$ cat config.mk
export PLATFORM = sky130hd
export DESIGN_NAME = rv_iopmp_check_queue
export DESIGN_NICKNAME = d
export VERILOG_FILES = /design/src/rtl/rv_iopmp_check_queue.sv
export SDC_FILE = /design/constraint.sdc
export NUM_CORES = 1
export LEC_CHECK = 0
export BUFFER_PORTS_ARGS = -buffer_cell sky130_fd_sc_hd__buf_2
export CORE_UTILIZATION = 51
export CTS_CLUSTER_SIZE = 25
export DETAILED_ROUTE_END_ITERATION = 12
export GPL_TIMING_DRIVEN = 0
export PLACE_DENSITY_LB_ADDON = 0.25
export SYNTH_ARGS = -nofsm -noshare
export SYNTH_HDL_FRONTEND = slang
export SYNTH_SLANG_ARGS = --single-unit
$ cat constraint.sdc
create_clock -name clk_i -period 29.8 [get_ports clk_i]
set_input_delay 0 -clock clk_i [delete_from_list [all_inputs] [get_ports clk_i]]
set_output_delay 0 -clock clk_i [all_outputs]
set_load 0.005 [all_outputs]
$ cat src/rtl/rv_iopmp_check_queue.sv
// rv_iopmp_check_queue: request FIFO in front of the IOPMP matching logic.
// Upstream check requests are queued, and only one check at a time is issued
// to the matching logic. Each verdict is held for the data abstractor until it
// is accepted.
// Optional statistics outputs (deny counter, occupancy high-water mark) are
// enabled by defining RV_IOPMP_CHECKQ_STATS_EN.

package rv_iopmp_pkg;
    typedef enum logic [0:0] {
        ACCESS_READ  = 1'b0,
        ACCESS_WRITE = 1'b1
    } access_t;
endpackage

module rv_iopmp_check_queue #(
    parameter int unsigned ADDR_WIDTH = 64,
    parameter int unsigned SID_WIDTH  = 1,
    parameter int unsigned NB_WIDTH   = 4,
    parameter int unsigned DEPTH      = 4
) (
    input  logic                    clk_i,
    input  logic                    rst_i,
    input  logic                    req_valid_i,
    output logic                    req_ready_o,
    input  logic [ADDR_WIDTH-1:0]   addr_i,
    input  logic [ADDR_WIDTH-1:0]   total_length_i,
    input  logic [NB_WIDTH-1:0]     num_bytes_i,
    input  logic [SID_WIDTH-1:0]    sid_i,
    input  rv_iopmp_pkg::access_t   access_type_i,
    output logic                    transaction_en_o,
    output logic [ADDR_WIDTH-1:0]   addr_o,
    output logic [ADDR_WIDTH-1:0]   total_length_o,
    output logic [NB_WIDTH-1:0]     num_bytes_o,
    output logic [SID_WIDTH-1:0]    sid_o,
    output rv_iopmp_pkg::access_t   access_type_o,
    input  logic                    chk_ready_i,
    input  logic                    chk_valid_i,
    input  logic                    chk_allow_i,
    input  logic                    stall_i,
    output logic                    rsp_valid_o,
    output logic                    rsp_allow_o,
    input  logic                    rsp_ready_i,
    output logic                    empty_o,
    output logic                    full_o
`ifdef RV_IOPMP_CHECKQ_STATS_EN
    ,
    output logic [31:0]             deny_count_o,
    output logic [$clog2(DEPTH):0]  max_occ_o
`endif
);

    localparam int unsigned PTR_W   = $clog2(DEPTH);
    localparam int unsigned CNT_W   = PTR_W + 1;
    localparam int unsigned ACC_W   = $bits(rv_iopmp_pkg::access_t);
    localparam int unsigned ENTRY_W = 2 * ADDR_WIDTH + NB_WIDTH + SID_WIDTH + ACC_W;

    // Entry layout, MSB to LSB: {addr, total_length, num_bytes, sid, access_type}
    localparam int unsigned ACC_LSB  = 0;
    localparam int unsigned SID_LSB  = ACC_LSB + ACC_W;
    localparam int unsigned NB_LSB   = SID_LSB + SID_WIDTH;
    localparam int unsigned LEN_LSB  = NB_LSB + NB_WIDTH;
    localparam int unsigned ADDR_LSB = LEN_LSB + ADDR_WIDTH;

    typedef enum logic [1:0] {
        ST_IDLE  = 2'd0,
        ST_ISSUE = 2'd1,
        ST_WAIT  = 2'd2,
        ST_RESP  = 2'd3
    } state_t;

    state_t             state_reg, state_next;
    logic [PTR_W-1:0]   wr_ptr_reg, rd_ptr_reg;
    logic [CNT_W-1:0]   count_reg, count_next;
    logic               verdict_reg, verdict_next;
    logic [ENTRY_W-1:0] fifo_mem [DEPTH];
    logic [ENTRY_W-1:0] head_reg;
    logic [ENTRY_W-1:0] entry_in;
    logic               push, pop, load_head;

    assign entry_in    = {addr_i, total_length_i, num_bytes_i, sid_i, access_type_i};
    assign full_o      = (count_reg == CNT_W'(DEPTH));
    assign empty_o     = (count_reg == '0);
    assign req_ready_o = !full_o;
    assign push        = req_valid_i && req_ready_o;

    // Head entry fields presented to the matching logic
    assign addr_o         = head_reg[ADDR_LSB +: ADDR_WIDTH];
    assign total_length_o = head_reg[LEN_LSB +: ADDR_WIDTH];
    assign num_bytes_o    = head_reg[NB_LSB +: NB_WIDTH];
    assign sid_o          = head_reg[SID_LSB +: SID_WIDTH];
    assign access_type_o  = rv_iopmp_pkg::access_t'(head_reg[ACC_LSB +: ACC_W]);

    // Check sequencer: next state, issue strobe, response handshake, pop
    always_comb begin
        state_next       = state_reg;
        verdict_next     = verdict_reg;
        transaction_en_o = 1'b0;
        rsp_valid_o      = 1'b0;
        rsp_allow_o      = 1'b0;
        pop              = 1'b0;
        load_head        = 1'b0;
        case (state_reg)
            ST_IDLE: begin
                // A push into an empty queue is issued on the very next cycle
                if ((!empty_o || push) && !stall_i) begin
                    state_next = ST_ISSUE;
                    load_head  = 1'b1;
                end
            end
            ST_ISSUE: begin
                if (!stall_i) begin
                    transaction_en_o = 1'b1;
                    if (chk_ready_i) begin
                        state_next = ST_WAIT;
                    end
                end
            end
            ST_WAIT: begin
                if (chk_valid_i) begin
                    verdict_next = chk_allow_i;
                    state_next   = ST_RESP;
                end
            end
            ST_RESP: begin
                rsp_valid_o = 1'b1;
                rsp_allow_o = verdict_reg;
                if (rsp_ready_i) begin
                    pop        = 1'b1;
                    state_next = ST_IDLE;
                end
            end
            default: state_next = ST_IDLE;
        endcase
    end

    // Occupancy after this cycle's push/pop
    always_comb begin
        count_next = count_reg;
        case ({push, pop})
            2'b10:   count_next = count_reg + CNT_W'(1);
            2'b01:   count_next = count_reg - CNT_W'(1);
            default: count_next = count_reg;
        endcase
    end

    // Control state, pointers, occupancy and captured verdict
    always_ff @(posedge clk_i or posedge rst_i) begin
        if (rst_i) begin
            state_reg   <= ST_IDLE;
            wr_ptr_reg  <= '0;
            rd_ptr_reg  <= '0;
            count_reg   <= '0;
            verdict_reg <= 1'b0;
        end else begin
            state_reg   <= state_next;
            count_reg   <= count_next;
            verdict_reg <= verdict_next;
            if (push) begin
                wr_ptr_reg <= wr_ptr_reg + PTR_W'(1);
            end
            if (pop) begin
                rd_ptr_reg <= rd_ptr_reg + PTR_W'(1);
            end
        end
    end

    // Entry storage write port (data is never reset)
    always_ff @(posedge clk_i) begin
        if (push) begin
            fifo_mem[wr_ptr_reg] <= entry_in;
        end
    end

    // Registered head read; bypass the inputs when pushing into an empty queue
    always_ff @(posedge clk_i) begin
        if (load_head) begin
            head_reg <= empty_o ? entry_in : fifo_mem[rd_ptr_reg];
        end
    end

`ifdef RV_IOPMP_CHECKQ_STATS_EN
    logic [31:0]      deny_count_reg;
    logic [CNT_W-1:0] max_occ_reg;

    assign deny_count_o = deny_count_reg;
    assign max_occ_o    = max_occ_reg;

    // Saturating deny counter and occupancy high-water mark
    always_ff @(posedge clk_i or posedge rst_i) begin
        if (rst_i) begin
            deny_count_reg <= '0;
            max_occ_reg    <= '0;
        end else begin
            if (pop && !verdict_reg && (deny_count_reg != '1)) begin
                deny_count_reg <= deny_count_reg + 32'd1;
            end
            if (count_next > max_occ_reg) begin
                max_occ_reg <= count_next;
            end
        end
    end
`endif

endmodule

==> summary.md <==
| Metric | Value |
|---|---|
| Synth Instances | 1,044 |
| Syn nets | 1,196 |
| Slowest Stage Delay on Critical Path | 0.68 ns |
| CP max FO | 10 |
| Setup crit start kind | flip-flop |
| Unrepaired setup endpoints after global routing | no |
| Num ports | 282 |
| Die height | 226 µm |
| CTS max path bufs | 3 |
| Via count of the routed design | 12,476 |
| Least-Margin Pin Slew | 0.777 ns |
| DP Worst Slack | 27.18 ns |
| Post-synth top cells | edfxtp_1, mux2_2, mux4_2 |
| Detailed placer's ending HPWL | 31.0 mm |
| Post-CTS Resized | 0 |
| Seq/Total Area, Yosys | around 80% |
| Hold WC Path Type | input port to flip-flop |
| Type of the worst setup path | flip-flop to primary output |
| Asr flop ratio synth | ~1.5% |
| Max_cap viols | 0 |
| Pins over their slew limit | 0 |
| Wire length per cell | ~23 µm |
| Capturing element type of the critical path | primary output |
| Share of layout cells above drive strength 1 | between 40 and 50% |
| Initial DRT Pass Iterations | 5 |
| Final worst path period share | 9.05% |
| Root Driver | clkbuf_16 |
| Fmax | between 300 and 400 MHz |
| Status | finished clean |
| CTS Buf Count | 70 |
| Post-DRT Antenna Nets | 0 |
| Ranking of synthesized cells by area | edfxtp_1, mux4_2, mux2_2 |
| Total power | 3.05 mW |
| Yosys reg bits | 680 |
| Slowest CP cell | nor3_4 |
| Total congestion overflow | 0 |
| Port buffer count | 281 |
| Placed cell area | 28,200 µm² |
| Rows | between 80 and 90 |
| Largest net degree at the start of global routing | between 50 and 60 |
| Peak supply drop | 106 µV |
| Area Growth Syn to Fin | 24.8% |
| Post-route setup slack | 27.10 ns |
| Initial Util | 51.9% |
| Post-Layout Cell Count | 2,283 |
| Critical Path RT | 29.80 ns |
| Worst path cell trace | nor3_4 > buf_2 > buf_2 > buf_2 |
| CTS tree | built |
| Initial antenna violation count | 4 |
| Setup tns final | 0 ns |
| Min Clock Period, post-route | around 2.7 ns |
| Largest register FFs | 536 |
| Max_slew headroom | roughly half |
| Clk sinks | 680 |
| Remaining DRCs | 0 |
| Netlist cell types | 27 |
| Yosys top cell by area | edfxtp_1 |
| Leak Pwr | 10.9 nW |
| Post-synth top area share | 78.8% |
| Final setup vio count | 0 |
| Worst skew pair latency | 0.60 ns |
| Iter 0 DRT Violations | slightly above 900 |
| H-tree depth | 3 |
| GRT Overall Usage | 20.6% |
| Placeable Area | 49,200 µm² |
| Via-to-Cell Ratio | around 5.5 |
| CP dominant cell by count | buf_2 |
| Die X-Extent | 226 µm |
| Final core occ | around 65% |
| Die Footprint | 51,000 µm² |
| Synthesized area | 25,500 µm² |
| Final WL | just over 50 mm |
| Synth Area per Inst | 24.5 µm² |
| Placed Cells | 2,012 |
| Final number of hold-violating endpoints | 0 |
| YS warnings | 0 |
| Most frequent cell after synthesis | edfxtp_1 |
| Global-route wire length before repair | 77.2 mm |
| Clock transition at path regs | 0.06 ns |
| Final nets | 1,715 |
| Main flop type after synthesis | edfxtp_1 |
| Final Cell Area | approximately 32,000 µm² |
| Clock Skew | ~0.016 ns |
| Routability congestion estimate | 0.762 |
| Post-synth EDFFs | 670 |
| Critical Path AT | 2.70 ns |
| Pwr per Cell Area | ~96 nW/µm² |
| Vias in the first global route | around 13,000 |
| Hold slack | between 0.15 and 0.2 ns |
## layout by cell type (no fill, tap or decap), drive strengths merged, types with 3 or more instances in the layout
cell and instances:
and3 4, inv 15, clkinvlp 3, nand2 4, buf 329, clkbuf 107, diode 3, bufinv 6
ha 9, dlygate4sd3 143, xnor2 3, mux2 137, mux4 134, edfxtp 670, clkinv 24, dfrtp 10
xor2 3
## layer usage
| metal | track usage [%] | part of all wire, % | vias up |
|---|---|---|---|
| li1 | - | - | 5452 |
| met1 | 28.1 | 42 | 6583 |
| met2 | 33.4 | 50 | 357 |
| met3 | 4.05 | 5.4 | 80 |
| met4 | 7.07 | 2.2 | 4 |
| met5 | 0 | 0.050 | - |
## worst max-delay path, delay by kind of cell, from the launching register on
family / cells / cell delay (ns)
DFF: 1 / 0.45
and+or+nand+nor: 1 / 0.68
buffers and inverters: 3 / 0.96
## worst paths after layout
check / cells after the start / to / from / slack (ns)
worst max-delay path: 4 / empty_o / count_reg[0] / 27.10
worst min-delay path: 2 / fifo_mem[3][132] / addr_i[62] / 0.17
max in group asynchronous: 4 / rd_ptr_reg[1] / rst_i / 28.96
worst min register to register: 1 / wr_ptr_reg[0] / wr_ptr_reg[0] / 0.54
worst max register to register: 4 / head_reg[119] / count_reg[0] / 27.23
min in group asynchronous: 4 / wr_ptr_reg[1] / rst_i / 0.52
## logic make-up after synthesis
group	synth area share, %
flip-flops	79.8
multiplexers	17.9
AO/OA/AOI/OAI	0.0882
buffers and inverters	1.09
adder cells (fa/ha/maj)	0.519
XOR/XNOR	0.206
AND/OR/NAND/NOR	0.421
## repair_timing
item	CTS	global route
setup buffers	0	0
hold buffers	143	0
endpoints found under the hold margin	713	0
## power by group
group          internal, mW  switching, mW
sequential             1.32         0.0480
clock                 0.503          0.350
combinational         0.420          0.408
## final cells by class
type | instances | area, µm²
antenna | 3 | 7.51
buffer | 44 | 236
clock buffer | 88 | 1890
clock inverter | 37 | 342
fill | 3254 | 17300
inverter | 11 | 41.3
multi-input combinational | 309 | 4910
sequential | 680 | 20400
tap | 664 | 831
timing repair buffer | 447 | 3220
Note: power is estimated with default switching activity, not from simulation.
